<file path="config.mk">
export PLATFORM = sky130hd
export DESIGN_NAME = byte_unstriping_4l
export DESIGN_NICKNAME = d
export VERILOG_FILES = /design/src/rtl/pcie_phy_pkg.sv /design/src/rtl/byte_unstriping_4l_group_fifo.sv /design/src/rtl/byte_unstriping_4l.sv
export SDC_FILE = /design/constraint.sdc
export NUM_CORES = 1
export LEC_CHECK = 0
export CORE_AREA = 10 10 105 200
export CTS_BUF_LIST = sky130_fd_sc_hd__clkbuf_4 sky130_fd_sc_hd__clkbuf_8
export DETAILED_ROUTE_END_ITERATION = 10
export DIE_AREA = 0 0 115 210
export GPL_ROUTABILITY_DRIVEN = 0
export HOLD_SLACK_MARGIN = 0.1
export SETUP_SLACK_MARGIN = 0.2
export SYNTH_ARGS = -nofsm -noshare
export SYNTH_HDL_FRONTEND = slang
export SYNTH_SLANG_ARGS = --single-unit
export TNS_END_PERCENT = 5
</file>
<file path="constraint.sdc">
create_clock -name clk -period 3.2 [get_ports clk]
set_input_delay 0.48 -clock clk [delete_from_list [all_inputs] [get_ports clk]]
set_output_delay 0.48 -clock clk [all_outputs]
set_load 0.02 [all_outputs]
</file>
<file path="src/rtl/pcie_phy_pkg.sv">
// -----------------------------------------------------------------------------
// pcie_phy_pkg
// Shared definitions for the PCIe physical-layer receive datapath blocks:
// lane count, the unstriper output FSM state type, the legal contiguous lane
// masks, and the lane-select result type.
// No ports (package).
// -----------------------------------------------------------------------------
package pcie_phy_pkg;

    localparam int LANES = 4;

    typedef enum logic {
        ST_IDLE = 1'b0,   // no byte held on the output
        ST_SEND = 1'b1    // a byte is held on the output
    } unstripe_state_t;

    // Legal masks form a run of set bits that starts at lane 0.
    localparam logic [LANES-1:0] MASK_1LANE = 4'b0001;
    localparam logic [LANES-1:0] MASK_2LANE = 4'b0011;
    localparam logic [LANES-1:0] MASK_3LANE = 4'b0111;
    localparam logic [LANES-1:0] MASK_4LANE = 4'b1111;

    // Result of a lane search: whether a set lane was found and its index.
    typedef struct packed {
        logic       found;
        logic [1:0] idx;
    } lane_sel_t;

    function automatic logic is_legal_mask(input logic [LANES-1:0] mask);
        return (mask == MASK_1LANE) || (mask == MASK_2LANE) ||
               (mask == MASK_3LANE) || (mask == MASK_4LANE);
    endfunction

endpackage

</file>
<file path="src/rtl/byte_unstriping_4l_group_fifo.sv">
// -----------------------------------------------------------------------------
// group_fifo
// Synchronous FIFO of DEPTH entries, DATA_W bits each, used to queue lane
// groups ({mask, lane3..lane0}) in front of the unstriper serializer.
// Exposes the head entry and the entry behind it so the consumer can move
// from one group to the next without a bubble.
//
// Ports:
//   clk           clock, all updates on posedge
//   rst_n         asynchronous active-low reset; clears pointers and count
//   i_push        write i_wdata (ignored when full)
//   i_wdata       entry to write
//   i_pop         drop the head entry (ignored when empty)
//   o_rdata       head entry
//   o_rdata_next  entry behind the head (valid when o_count >= 2)
//   o_full        count == DEPTH
//   o_empty       count == 0
//   o_count       number of stored entries, 0..DEPTH
// DEPTH must be a power of two and at least 2 so the pointers wrap naturally.
// -----------------------------------------------------------------------------
module group_fifo #(
    parameter int DATA_W = 36,
    parameter int DEPTH  = 2
) (
    input  logic                    clk,
    input  logic                    rst_n,
    input  logic                    i_push,
    input  logic [DATA_W-1:0]       i_wdata,
    input  logic                    i_pop,
    output logic [DATA_W-1:0]       o_rdata,
    output logic [DATA_W-1:0]       o_rdata_next,
    output logic                    o_full,
    output logic                    o_empty,
    output logic [$clog2(DEPTH):0]  o_count
);

    localparam int AW = $clog2(DEPTH);
    localparam int CW = AW + 1;

    logic [DATA_W-1:0] r_mem [DEPTH];
    logic [AW-1:0]     r_wr_ptr;
    logic [AW-1:0]     r_rd_ptr;
    logic [CW-1:0]     r_count;
    logic [AW-1:0]     w_rd_ptr_plus1;
    logic              w_do_push;
    logic              w_do_pop;

    assign o_full   = (r_count == CW'(DEPTH));
    assign o_empty  = (r_count == '0);
    assign o_count  = r_count;

    assign w_do_push = i_push && !o_full;
    assign w_do_pop  = i_pop  && !o_empty;

    assign w_rd_ptr_plus1 = r_rd_ptr + AW'(1);
    assign o_rdata        = r_mem[r_rd_ptr];
    assign o_rdata_next   = r_mem[w_rd_ptr_plus1];

    // NOTE: the storage array has no reset; only the pointers and count do,
    // and nothing reads an entry before it has been written.
    always_ff @(posedge clk) begin
        if (w_do_push) begin
            r_mem[r_wr_ptr] <= i_wdata;
        end
    end

    always_ff @(posedge clk or negedge rst_n) begin
        if (!rst_n) begin
            r_wr_ptr <= '0;
            r_rd_ptr <= '0;
            r_count  <= '0;
        end else begin
            if (w_do_push) r_wr_ptr <= r_wr_ptr + AW'(1);
            if (w_do_pop)  r_rd_ptr <= w_rd_ptr_plus1;
            r_count <= r_count + CW'(w_do_push) - CW'(w_do_pop);
        end
    end

endmodule

</file>
<file path="src/rtl/byte_unstriping_4l.sv">
// -----------------------------------------------------------------------------
// byte_unstriping_4l
// Four-lane to single-byte unstriper for the PCIe PHY receive path. Lane
// groups (lane 0 earliest) are queued in a small group FIFO and the valid
// lanes are serialized in ascending lane order onto one byte stream with a
// valid/ready handshake. Invalid lanes are skipped.
//
// Ports:
//   clk         clock, all updates on posedge
//   reset       asynchronous active-low reset; clears all state
//   in0..in3    lane bytes, lane 0 first
//   lane_valid  per-lane qualifier; a group is offered when any bit is set
//   in_ready    group accepted on posedge with lane_valid != 0 && in_ready
//   data_out    serialized byte
//   valid_out   data_out holds a valid byte
//   out_ready   downstream takes the byte on posedge with valid_out
//   err_out     sticky non-contiguous-mask flag
//
// Build option: define UNSTRIPE_ERR_EN to drop non-contiguous masks (still
// handshaken) and raise err_out. Without it every non-zero mask is queued
// and err_out is tied 0.
// -----------------------------------------------------------------------------
module byte_unstriping_4l
    import pcie_phy_pkg::*;
#(
    parameter int WIDTH = 8,
    parameter int DEPTH = 2
) (
    input  logic               clk,
    input  logic               reset,
    input  logic [WIDTH-1:0]   in0,
    input  logic [WIDTH-1:0]   in1,
    input  logic [WIDTH-1:0]   in2,
    input  logic [WIDTH-1:0]   in3,
    input  logic [LANES-1:0]   lane_valid,
    output logic               in_ready,
    output logic [WIDTH-1:0]   data_out,
    output logic               valid_out,
    input  logic               out_ready,
    output logic               err_out
);

    localparam int ENTRY_W = WIDTH * LANES + LANES;
    localparam int CNT_W   = $clog2(DEPTH) + 1;

    // Lowest set lane of mask at or above lane index start (start may be 4).
    function automatic lane_sel_t find_lane(input logic [LANES-1:0] mask,
                                            input logic [2:0]       start);
        lane_sel_t sel;
        sel = '0;
        for (int i = LANES - 1; i >= 0; i--) begin
            if (mask[i] && (3'(i) >= start)) begin
                sel.found = 1'b1;
                sel.idx   = 2'(i);
            end
        end
        return sel;
    endfunction

    function automatic logic [WIDTH-1:0] lane_byte(input logic [ENTRY_W-1:0] entry,
                                                   input logic [1:0]         idx);
        return entry[int'(idx) * WIDTH +: WIDTH];
    endfunction

    function automatic logic [LANES-1:0] entry_mask(input logic [ENTRY_W-1:0] entry);
        return entry[ENTRY_W-1 -: LANES];
    endfunction

    // Registers
    unstripe_state_t  r_state;
    logic [1:0]       r_lane_ptr;
    logic [WIDTH-1:0] r_data_out;
    logic             r_valid_out;
    logic             r_in_ready;

    // Next-state and datapath wires
    unstripe_state_t  w_state_next;
    logic [1:0]       w_lane_ptr_next;
    logic [WIDTH-1:0] w_data_next;
    logic             w_valid_next;
    logic             w_pop;
    logic             w_push;
    logic             w_accept;
    logic [ENTRY_W-1:0] w_wdata;
    logic [ENTRY_W-1:0] w_head;
    logic [ENTRY_W-1:0] w_fifo_next;
    logic [ENTRY_W-1:0] w_next_entry;
    logic             w_next_avail;
    logic             w_fifo_full;
    logic             w_fifo_empty;
    logic [CNT_W-1:0] w_fifo_count;
    logic [CNT_W-1:0] w_count_next;
    lane_sel_t        w_head_low;
    lane_sel_t        w_head_above;
    lane_sel_t        w_next_low;

    // Input side
    assign w_wdata  = {lane_valid, in3, in2, in1, in0};
    assign w_accept = (lane_valid != '0) && r_in_ready && !w_fifo_full;

`ifdef UNSTRIPE_ERR_EN
    logic w_mask_legal;
    logic r_err;

    assign w_mask_legal = is_legal_mask(lane_valid);
    // An illegal group is handshaken so the upstream is not stalled, but dropped.
    assign w_push       = w_accept && w_mask_legal;

    always_ff @(posedge clk or negedge reset) begin
        if (!reset) begin
            r_err <= 1'b0;
        end else if (w_accept && !w_mask_legal) begin
            r_err <= 1'b1;
        end
    end

    assign err_out = r_err;
`else
    assign w_push  = w_accept;
    assign err_out = 1'b0;
`endif

    group_fifo #(
        .DATA_W (ENTRY_W),
        .DEPTH  (DEPTH)
    ) u_group_fifo (
        .clk          (clk),
        .rst_n        (reset),
        .i_push       (w_push),
        .i_wdata      (w_wdata),
        .i_pop        (w_pop),
        .o_rdata      (w_head),
        .o_rdata_next (w_fifo_next),
        .o_full       (w_fifo_full),
        .o_empty      (w_fifo_empty),
        .o_count      (w_fifo_count)
    );

    // Lane selection. When the head is popped, the following group comes from
    // the FIFO if it already holds one, otherwise from a push in this same
    // cycle, so consecutive groups stream without a gap.
    assign w_next_avail = (w_fifo_count >= CNT_W'(2)) ||
                          (w_push && (w_fifo_count == CNT_W'(1)));
    assign w_next_entry = (w_fifo_count >= CNT_W'(2)) ? w_fifo_next : w_wdata;

    assign w_head_low   = find_lane(entry_mask(w_head), 3'd0);
    assign w_head_above = find_lane(entry_mask(w_head), {1'b0, r_lane_ptr} + 3'd1);
    assign w_next_low   = find_lane(entry_mask(w_next_entry), 3'd0);

    assign w_count_next = w_fifo_count + CNT_W'(w_push) - CNT_W'(w_pop);

    // State register
    // NOTE: sequential state uses non-blocking assignments so every register
    // samples the pre-edge values of the others.
    always_ff @(posedge clk or negedge reset) begin
        if (!reset) begin
            r_state     <= ST_IDLE;
            r_lane_ptr  <= '0;
            r_data_out  <= '0;
            r_valid_out <= 1'b0;
            r_in_ready  <= 1'b0;
        end else begin
            r_state     <= w_state_next;
            r_lane_ptr  <= w_lane_ptr_next;
            r_data_out  <= w_data_next;
            r_valid_out <= w_valid_next;
            r_in_ready  <= (w_count_next != CNT_W'(DEPTH));
        end
    end

    // Next-state logic
    always_comb begin
        // NOTE: every output of this block gets a default first so no path
        // leaves one unassigned and infers a latch.
        w_state_next    = r_state;
        w_lane_ptr_next = r_lane_ptr;
        w_data_next     = r_data_out;
        w_valid_next    = r_valid_out;
        w_pop           = 1'b0;

        case (r_state)
            ST_IDLE: begin
                // Queued masks are never zero, so a lowest lane always exists.
                if (!w_fifo_empty) begin
                    w_lane_ptr_next = w_head_low.idx;
                    w_data_next     = lane_byte(w_head, w_head_low.idx);
                    w_valid_next    = 1'b1;
                    w_state_next    = ST_SEND;
                end
            end

            ST_SEND: begin
                if (out_ready) begin
                    if (w_head_above.found) begin
                        w_lane_ptr_next = w_head_above.idx;
                        w_data_next     = lane_byte(w_head, w_head_above.idx);
                    end else begin
                        w_pop = 1'b1;
                        if (w_next_avail) begin
                            w_lane_ptr_next = w_next_low.idx;
                            w_data_next     = lane_byte(w_next_entry, w_next_low.idx);
                        end else begin
                            w_lane_ptr_next = '0;
                            w_valid_next    = 1'b0;
                            w_state_next    = ST_IDLE;
                        end
                    end
                end
            end

            default: begin
                w_state_next = ST_IDLE;
                w_valid_next = 1'b0;
            end
        endcase
    end

    // Outputs
    always_comb begin
        in_ready  = r_in_ready;
        data_out  = r_data_out;
        valid_out = r_valid_out;
    end

endmodule

</file>
Yosys cells after proc, flatten, opt, wreduce, memory -nomap -nowiden
Memories as Yosys holds them, arrays and structs flattened.
Cells that the tools add are included.

storage, ports and cells
  register bits = 17
  RAM bits = 72
  output and inout bits = 11
  memories kept = 1

memories
  memory              words  bits a word  rd ports  clocked after memory_dff  write ports  RTL line                             RTL
  u_group_fifo.r_mem  2      36           2         0                         1            byte_unstriping_4l_group_fifo.sv:40  logic [DATA_W-1:0] r_mem [DEPTH];

operators by class
  $add $sub $neg = 7
  order comparisons = 5
  eq/ne operators = 8
  shift operators = 3
  multiplexer cells = 38
  bitwise gates (word level) = 1
  reductions and logical operators = 17

operators by type and width
  operator                                                           number
  indexed part select 36 x 6 -> 8 bit                                3
  two-way mux 36 bit                                                 1
  two-way mux 8 bit                                                  4
  two-way mux 2 bit                                                  12
  case mux 8 bit (2 select lines)                                    1
  two-way mux 1 bit                                                  13
  two-way mux 3 bit                                                  4
  != test 2 bit (second input constant)                              5
  logical AND 1 bit                                                  9
  greater-or-equal comparator 1 x 3 -> 1 bit (first input constant)  2
  greater-or-equal comparator 2 x 3 -> 1 bit (first input constant)  2
  adder 2 x 1 -> 2 bit                                               2
  case mux 1 bit (2 select lines)                                    2
  case mux 2 bit (2 select lines)                                    1
  AND reduction 4 bit                                                1
  nonzero test 4 bit                                                 1
  subtractor 2 x 1 -> 2 bit                                          2
  adder 2 x 1 -> 3 bit (second input constant)                       1
  != test 3 x 1 -> 1 bit (second input constant)                     1
  AND reduction 3 bit                                                1
  adder 1 bit (second input constant)                                2
  == test 2 x 1 -> 1 bit (second input constant)                     1
  == test 2 bit (second input constant)                              1
  greater-or-equal comparator 2 bit (second input constant)          1
  other kinds (5)                                                    6

Logic depth before layout (Yosys ltp)
Gate-level depths: netlist (run 1).

  word-level depth = 12
  gate-level depth with buffers = 12
  mapped depth without buffers = 10

Hierarchy
Synthesis (run 1) repeated with hierarchy kept, for this count alone.

unflattened totals
  cells, all modules = 398
  area total of the unflattened synthesis = 5565.3 um^2

by module, submodules not included
  module              instances  cells an instance  area an instance (um^2)  seq. area each (um^2)
  group_fifo          1          170                3580.9                   2262.2
  byte_unstriping_4l  1          228                1984.4                   325.3

Least setup slack after synthesis (run 1)
Ideal clock, no wire load.

  kind = register to register
  from = register u_group_fifo.r_count[1] (netlist: u_group_fifo.o_count[1])
  to = memory u_group_fifo.r_mem[0][0], enable pin
  library setup time = 429 ps
  data arrival time = 2795 ps
  setup slack = -24 ps
  stages on the path, launching flop included = 7
  period minus slack after synthesis = 3224 ps
  path through = dfrtp_1 buf_2 buf_2 buf_2 buf_1 a21o_1 nor2_1

on the way
  word-level cells in the longest chain between the ends = 6

ends and longest elaborated chain
  element                                      RTL line                                                       RTL
  from (decl)                                  byte_unstriping_4l_group_fifo.sv:43                            logic [CW-1:0] r_count;
  from (signal assigned)                       byte_unstriping_4l_group_fifo.sv:75                            r_count <= r_count + CW'(w_do_push) - CW'(w_do_pop);
  == test 2 bit (*)                            byte_unstriping_4l_group_fifo.sv:48                            assign o_full = (r_count == CW'(DEPTH));
  zero test 1 bit (*)                          byte_unstriping_4l_group_fifo.sv:52, byte_unstriping_4l.sv:99
  logical AND 1 bit                            byte_unstriping_4l.sv:99                                       assign w_accept = (lane_valid != '0) && r_in_ready && !w_fifo_full;
  logical AND 1 bit (*)                        byte_unstriping_4l_group_fifo.sv:52                            assign w_do_push = i_push && !o_full;
  two-way mux 1 bit (*)                        byte_unstriping_4l_group_fifo.sv:62                            if (w_do_push) begin
  two-way mux 1 bit (implied by the code) (*)  byte_unstriping_4l_group_fifo.sv:63                            r_mem[r_wr_ptr] <= i_wdata;
  to (decl)                                    byte_unstriping_4l_group_fifo.sv:40

Mark *: on every way between the ends. The rest lies on a longest branch, timed or not.

Worst setup path after layout (run 1)
  from = register u_group_fifo.r_rd_ptr
  to = register r_data_out[6] (netlist: data_out[6])

on the way
  word-level cells in the longest chain between the ends = 12

ends and longest elaborated chain
  element                              RTL line                             RTL
  from (decl)                          byte_unstriping_4l_group_fifo.sv:42  logic [AW-1:0] r_rd_ptr;
  from (signal assigned)               byte_unstriping_4l_group_fifo.sv:74  if (w_do_pop) r_rd_ptr <= w_rd_ptr_plus1;
  adder 1 bit                          byte_unstriping_4l_group_fifo.sv:55  assign w_rd_ptr_plus1 = r_rd_ptr + AW'(1);
  memory read (2 x 36 bit) (*)         -
  two-way mux 36 bit                   byte_unstriping_4l.sv:144            assign w_next_entry = (w_fifo_count >= CNT_W'(2)) ? w_fifo_next : w_wdata;
  two-way mux 2 bit (4 in a row)       byte_unstriping_4l.sv:52             if (mask[i] && (3'(i) >= start)) begin
  indexed part select 36 x 6 -> 8 bit  byte_unstriping_4l.sv:62             return entry[int'(idx) * WIDTH +: WIDTH];
  two-way mux 8 bit                    byte_unstriping_4l.sv:199            if (w_next_avail) begin
  two-way mux 8 bit                    byte_unstriping_4l.sv:194            if (w_head_above.found) begin
  two-way mux 8 bit                    byte_unstriping_4l.sv:193            if (out_ready) begin
  case mux 8 bit (2 select lines)      byte_unstriping_4l.sv:181            case (r_state)
  to (signal assigned)                 byte_unstriping_4l.sv:165            r_data_out <= w_data_next;
  to (decl)                            byte_unstriping_4l.sv:72             logic [WIDTH-1:0] r_data_out;

Mark *: on every way between the ends. The rest lies on a longest branch, timed or not. The select of a mux whose other input is x is not followed.
A chain may end at the register's enable or synchronous reset.

==> out/results.tsv, run 1 <==
stage	metric	value	unit
synth	Synth area leaders	edfxtp_1 (41%), mux2i_1 (13%), dfrtp_1 (8.1%), nand2_1 (3.4%), nor2_1 (2.3%)	
floorplan	Initial Util	29.4	%
drt	Routed wire per std cell	22.5	µm
placed_design	Setup WS pre-CTS	0.298	ns
finish	share of layout cells above drive strength 1	12.0	%
finish	fin nets	563	
power_and_ir_drop	Clock power frac	11.6	%
cts	H-tree depth	3	
job	maxcap violations	0	
synth	Main synth FF type	edfxtp_1	
timing	final worst setup slack	0.387	ns
power_and_ir_drop	Net Sw Frac	46.2	%
finish	Syn-to-layout area delta	18.1	%
synth	area of the mapped netlist	5220	µm²
power_and_ir_drop	Sequential Power Share	33.0	%
synth	Post-synth EDFFs	72	
grt	Overflow after GRT	0	
synth	Synth Register Bits	89	
cts	Root Buffer	clkbuf_8	
cts	CTS sink cnt	89	
grt	number of global-route vias before repair	4632	
worst_setup_path	most frequent CP cell	o211ai_1	
timing	Setup Skew	0.0160	ns
worst_setup_path	critical setup path kind	register to register	
synth	Post-Syn Instances	474	
worst_setup_path	crit path DAT	3.13	ns
timing	worst-case hold slack	0.557	ns
synth	post-synth top area share	41.4	%
worst_setup_path	CP cell instances	nand2b_1, a21oi_2, nor4_1, nor2_1, o211ai_1, o211ai_1	
cts	Reg clk slew, reported paths	0.10	ns
timing	Slew Limit Fails	0	
floorplan	die area	24200	µm²
finish	ant diodes	0	
cts	TritonCTS clock tree	yes	
power_and_ir_drop	internal power	3.76	mW
drt	Pre-Repair DR Iteration Count	5	
timing	Worst slew margin	21.8	%
synth	sequential share of the synthesized area	49.5	%
drt	final wirelength	16.6	mm
grt	largest net degree at the start of global routing	53	
drt	drt initial violations	290	
timing	RSZ-0062 raised after global routing	no	
placed_design	port buffer count	48	
outcome	status	finished clean	
timing	Min Clock Period, post-route	2.81	ns
min_path	worst hold-check path type	register to register	
power_and_ir_drop	power per cell area	1130	nW/µm²
floorplan	cell row count	69	
worst_setup_path	R2R Path Start	u_group_fifo.r_rd_ptr	
power_and_ir_drop	Logic pwr share	55.4	%
power_and_ir_drop	static leakage	2.29	nW
synth	Syn Area/Cell	11.0	µm²
floorplan	Die H	210	µm
timing	Slew @ Worst Pin	1.17	ns
worst_setup_path	Crit-path slowest cell	nor2_1	
cts	Max clock buf depth	2	
timing	TNS Setup	0	ns
cts	worst skew pair latency	0.39	ns
cts	# hold bufs at CTS	0	
cts	setup bufs post-CTS	0	
synth	Ys Warns	0	
finish	final instance area	6170	µm²
drt	vias	4267	
placed_design	DP HPWL	12.1	mm
floorplan	Std-Cell Core Area	17800	µm²
timing	final hold violations	0	
grt	Total GRT Usage	13.8	%
min_path	Hold Startpoint	u_group_fifo.r_wr_ptr	
drt	post-route DRC violation count	0	
floorplan	I/O Pins	50	
drt	Routed Antenna Nets	0	
worst_setup_path	crit start category	register	
synth	syn nets	517	
synth	area leader, netlist	edfxtp_1	
timing	fin crit share	87.9	%
grt	initial antenna violation count	0	
timing	setup violators final	0	
cts	CTS Buf Count	9	
timing	Max Clock Freq	356	MHz
worst_setup_path	critical path capture point type	register	
power_and_ir_drop	worst vdd ir	0.337	mV
power_and_ir_drop	P_sw	3.23	mW
worst_setup_path	Setup crit start	u_group_fifo.r_rd_ptr	
worst_setup_path	worst path required time	3.52	ns
worst_setup_path	CP Max Fanout	25	
placed_design	Post-DP Area	5960	µm²
synth	Yosys cell types	61	
floorplan	die width	115	µm
worst_setup_path	worst stage delay on the critical path	0.86	ns
grt	global-route wire length before repair	25.9	mm
drt	vias per inst	5.78	
synth	asr flop ratio synth	19.1	%
-- layer usage --
layer,track usage (%),up-vias,wire length [µm]
met3,2.36,67,882
met2,25.1,193,9050
met5,0,-,0
li1,-,1932,-
met4,9.09,0,856
met1,13.9,2075,5810
-- cell type report --
type	count	area, µm²
Clock inverter	7	78.8
Sequential cell	89	2590
Timing Repair Buffer	68	631
Tap cell	213	267
Fill cell	1782	11600
Multi-Input combinational cell	344	2450
Inverter	8	30.0
Clock buffer	9	124
-- critical path, delay by kind of cell, from the launching register on --
family	cells	cell delay, ns
AO/OA/AOI/OAI	3	0.80
flip-flops	1	0.62
AND/OR/NAND/NOR	3	1.31
-- logic make-up after synthesis --
| kind of cell | Yosys count | synth area share [%] |
|---|---|---|
| buffers and inverters | 41 | 3.88 |
| adders and majority gates | 4 | 0.958 |
| muxes | 80 | 15.6 |
| and+or+nand+nor | 114 | 10.0 |
| DFF | 89 | 49.5 |
| xor gates and xnor gates | 6 | 1.01 |
| AOI/OAI and AO/OA | 139 | 18.9 |
| other | 1 | 0.0718 |
-- power groups by stage --
| stage | combinational, mW | clock [mW] | sequential (mW) |
|---|---|---|---|
| after floorplan | 2.72 | 0 | 2.13 |
| after global placement | 3.77 | 0 | 2.30 |
| after detailed placement | 3.84 | 0 | 2.32 |
| after CTS | 3.85 | 0.828 | 2.30 |
| after global routing | 4.19 | 0.869 | 2.37 |
| final | 3.87 | 0.809 | 2.31 |
-- synth_stat cells, types with 5 or more instances --
cell type  count
xnor2_1        6
clkbuf_1      11
nor2_1        32
nand2_1       47
o211ai_1      15
o221ai_1       7
a31oi_1       11
o21ai_0       22
o22ai_1        8
dfrtp_1       17
a211oi_1       5
o2111ai_1      9
buf_2         12
nand3_1        6
mux2i_1       70
edfxtp_1      72
inv_1          8
mux2_2         9
buf_4          5
a21oi_1       18
-- metrics by stage --
step,instances,power [mW],util (%)
after floorplan,474,4.84,-
after global placement,722,6.07,33.5
after detailed placement,722,6.16,33.5
after CTS,738,6.97,34.7
after global routing,738,7.43,34.7
final,738,6.99,34.7
-- layout by cell type (no fill, tap or decap), types with 7 or more instances in the layout --
| master | n |
|---|---|
| dfrtp_1 | 15 |
| a31oi_1 | 11 |
| nor2_1 | 31 |
| clkdlybuf4s50_1 | 48 |
| a21oi_1 | 18 |
| buf_4 | 20 |
| clkbuf_8 | 9 |
| inv_1 | 8 |
| mux2i_1 | 69 |
| o2111ai_1 | 9 |
| nand2_1 | 47 |
| edfxtp_1 | 72 |
| mux2_2 | 9 |
| o21ai_0 | 22 |
| o221ai_1 | 7 |
| o211ai_1 | 15 |
| o22ai_1 | 8 |
-- state kept, by name, summed over array words and instances (netlist names), 2 cells and up --
signal and flops:
r_lane_ptr 2, data_out 8, u_group_fifo.r_mem 72, u_group_fifo.o_count 2
-- final timing paths --
path / slack (ns) / cells past startpoint / endpoint
worst max-delay path: 0.39 / 6 / data_out[6]
worst min-delay path: 0.56 / 1 / u_group_fifo.r_wr_ptr
worst max register to register: 0.39 / 6 / data_out[6]
worst min register to register: 0.56 / 1 / u_group_fifo.r_wr_ptr
max in group asynchronous: 1.86 / 1 / u_group_fifo.r_rd_ptr
min in group asynchronous: 0.62 / 1 / data_out[5]
-- timing repair --
action / CTS / global route
hold endpoints to repair: 0 / 0
endpoints found under the setup margin: 0 / 1
gates resized for setup: 0 / 1
No activity file was read; power rests on OpenSTA's default activity.
==> run 2, diff against run 1 <==
--- a/config.mk
+++ b/config.mk
@@ -11,6 +11,7 @@
 export DIE_AREA = 0 0 115 210
 export GPL_ROUTABILITY_DRIVEN = 0
 export HOLD_SLACK_MARGIN = 0.1
+export RECOVER_POWER = 100
 export SETUP_SLACK_MARGIN = 0.2
 export SYNTH_ARGS = -nofsm -noshare
 export SYNTH_HDL_FRONTEND = slang
==> out/results.tsv, run 2 (synthesis results as in run 1) <==
stage	metric	value	unit	change
worst_setup_path	R2R cell count	7		+1
floorplan	die area	24200	µm²	unchanged
timing	Slew Limit Fails	0		unchanged
worst_setup_path	crit path DAT	3.11	ns	-0.02 ns
min_path	Hold Startpoint	u_group_fifo.r_wr_ptr		
outcome	status	finished clean		
finish	ant diodes	0		unchanged
power_and_ir_drop	power per cell area	1120	nW/µm²	-0.75%
grt	Total GRT Usage	13.8	%	unchanged
timing	fin crit share	90.1	%	+2.2 points
cts	TritonCTS clock tree	yes		
cts	# hold bufs at CTS	0		unchanged
finish	max reg flops	72		unchanged
drt	vias per inst	5.75		-0.59%
timing	TNS Setup	0	ns	unchanged
cts	H-tree depth	3		unchanged
cts	worst skew pair latency	0.39	ns	about the same
job	maxcap violations	0		unchanged
finish	most flop-heavy register	u_group_fifo.r_mem		
placed_design	Post-Place Cells	722		unchanged
drt	Routed wire per std cell	22.5	µm	+0.12%
timing	Min Clock Period, post-route	2.88	ns	+0.0696 ns
floorplan	cell row count	69		unchanged
timing	Slew @ Worst Pin	1.18	ns	+0.0103 ns
grt	global-route wire length before repair	25.9	mm	unchanged
timing	worst-case hold slack	0.556	ns	-0.00116 ns
cts	Root Buffer	clkbuf_8		
finish	commonest non-fill, non-tap cell in the layout	edfxtp_1		
cts	Reg clk slew, reported paths	0.10	ns	about the same
cts	CTS sink cnt	89		unchanged
worst_setup_path	worst stage delay on the critical path	0.62	ns	-0.24 ns
grt	initial antenna violation count	0		unchanged
drt	vias	4242		-0.59%
finish	Non-Filler Instances	738		unchanged
timing	Setup Skew	0.0191	ns	+0.00315 ns
power_and_ir_drop	static leakage	2.30	nW	+0.18%
worst_setup_path	critical setup path kind	register to register		
worst_setup_path	Setup crit start	u_group_fifo.r_rd_ptr		
grt	number of global-route vias before repair	4632		unchanged
worst_setup_path	crit start category	register		
floorplan	Std-Cell Core Area	17800	µm²	unchanged
finish	fin nets	563		unchanged
cts	Max clock buf depth	2		unchanged
worst_setup_path	CP cell instances	buf_4, mux2_2, mux2i_1, o31a_1, a211oi_1, o311ai_0, a31oi_1		
drt	Routed Antenna Nets	0		unchanged
drt	Pre-Repair DR Iteration Count	5		unchanged
worst_setup_path	R2R Path Start	u_group_fifo.r_rd_ptr		
min_path	worst hold-check path type	register to register		
placed_design	DP HPWL	12.1	mm	unchanged
min_path	Worst Hold Depth	1		unchanged
timing	RSZ-0062 raised after global routing	no		
drt	drt initial violations	340		+17%
finish	Syn-to-layout area delta	17.8	%	
timing	Max Clock Freq	347	MHz	-2.4%
worst_setup_path	Crit-path slowest cell	dfrtp_4		
finish	share of layout cells above drive strength 1	11.4	%	-0.57 points
floorplan	Initial Util	29.4	%	unchanged
timing	setup violators final	0		unchanged
cts	CTS Buf Count	9		unchanged
floorplan	die width	115	µm	unchanged
placed_design	port buffer count	48		unchanged
grt	largest net degree at the start of global routing	53		unchanged
floorplan	I/O Pins	50		unchanged
worst_setup_path	CP Max Fanout	25		unchanged
worst_setup_path	critical path capture point type	register		
worst_setup_path	worst path required time	3.43	ns	-0.09 ns
timing	final hold violations	0		unchanged
drt	final wirelength	16.6	mm	+0.12%
finish	Final Core Density	34.6	%	-0.099 points
timing	Worst slew margin	21.1	%	-0.69 points
floorplan	Die H	210	µm	unchanged
finish	most frequent cells in the layout	edfxtp_1 (72), mux2i_1 (71), nand2_1 (47), dlygate4sd3_1 (47), nor2_1 (31)		
drt	post-route DRC violation count	0		unchanged
power_and_ir_drop	worst vdd ir	0.328	mV	-2.7%
grt	Overflow after GRT	0		unchanged
==> run 2: changes by cell type in the layout (fill, tap and decap cells not counted), sizes merged <==
cell / delta
buf: -2
clkbuf: +2
clkdlybuf4s50: -47
dlygate4sd3: +47
==> run 2: path summary, 6_finish.rpt <==
kind / endpoint / slack, ns
min reg2reg: u_group_fifo.r_wr_ptr / 0.56
min in group asynchronous: data_out[5] / 0.69
min: u_group_fifo.r_wr_ptr / 0.56
max in group asynchronous: u_group_fifo.r_rd_ptr / 1.77
max: data_out[2] / 0.32
max reg2reg: data_out[2] / 0.32
==> run 2: what timing repair did <==
item,4_1_cts,5_1_grt
buffers inserted,0,0
resized for setup,0,1
endpoints found under the setup margin,0,1
==> run 2: per-layer routing <==
metal  vias up  routed length (µm)  track usage, %
li1       1931                   -               -
met1      2071                5870            13.9
met2       179                9060            25.1
met3        61                 817            2.36
met4         0                 871            9.09
met5         -                   0               0
==> run 2: worst max-delay path: cells and delay by family, from the launching register on <==
kind	cells	cell delay [ns]
buffers and inverters	1	0.30
multiplexers	2	0.61
AO/OA/AOI/OAI	4	1.18
flip-flops	1	0.62
==> run 2: power by group <==
part | total, mW | internal (mW) | switching, mW
logic | 3.80 | 1.51 | 2.29
registers | 2.30 | 1.83 | 0.474
clock network | 0.810 | 0.366 | 0.444
==> run 2: final cells by class <==
class                           instances  area, µm²
Inverter                                8       30.0
Clock inverter                          7       78.8
Clock buffer                            9        124
Sequential cell                        89       2590
Timing Repair Buffer                   68        626
Fill cell                            1787      11600
Multi-Input combinational cell        344       2440
Tap cell                              213        267
==> run 2: metrics by stage <==
step | instance area [µm²] | power, mW | setup WS [ns]
2_1_floorplan | 5230 | 4.84 | 0.571
3_3_place_gp | 5960 | 6.07 | 0.407
3_5_place_dp | 5960 | 6.16 | 0.298
4_1_cts | 6170 | 6.97 | 0.407
5_1_grt | 6150 | 7.36 | 0.165
6_report | 6150 | 6.92 | 0.318
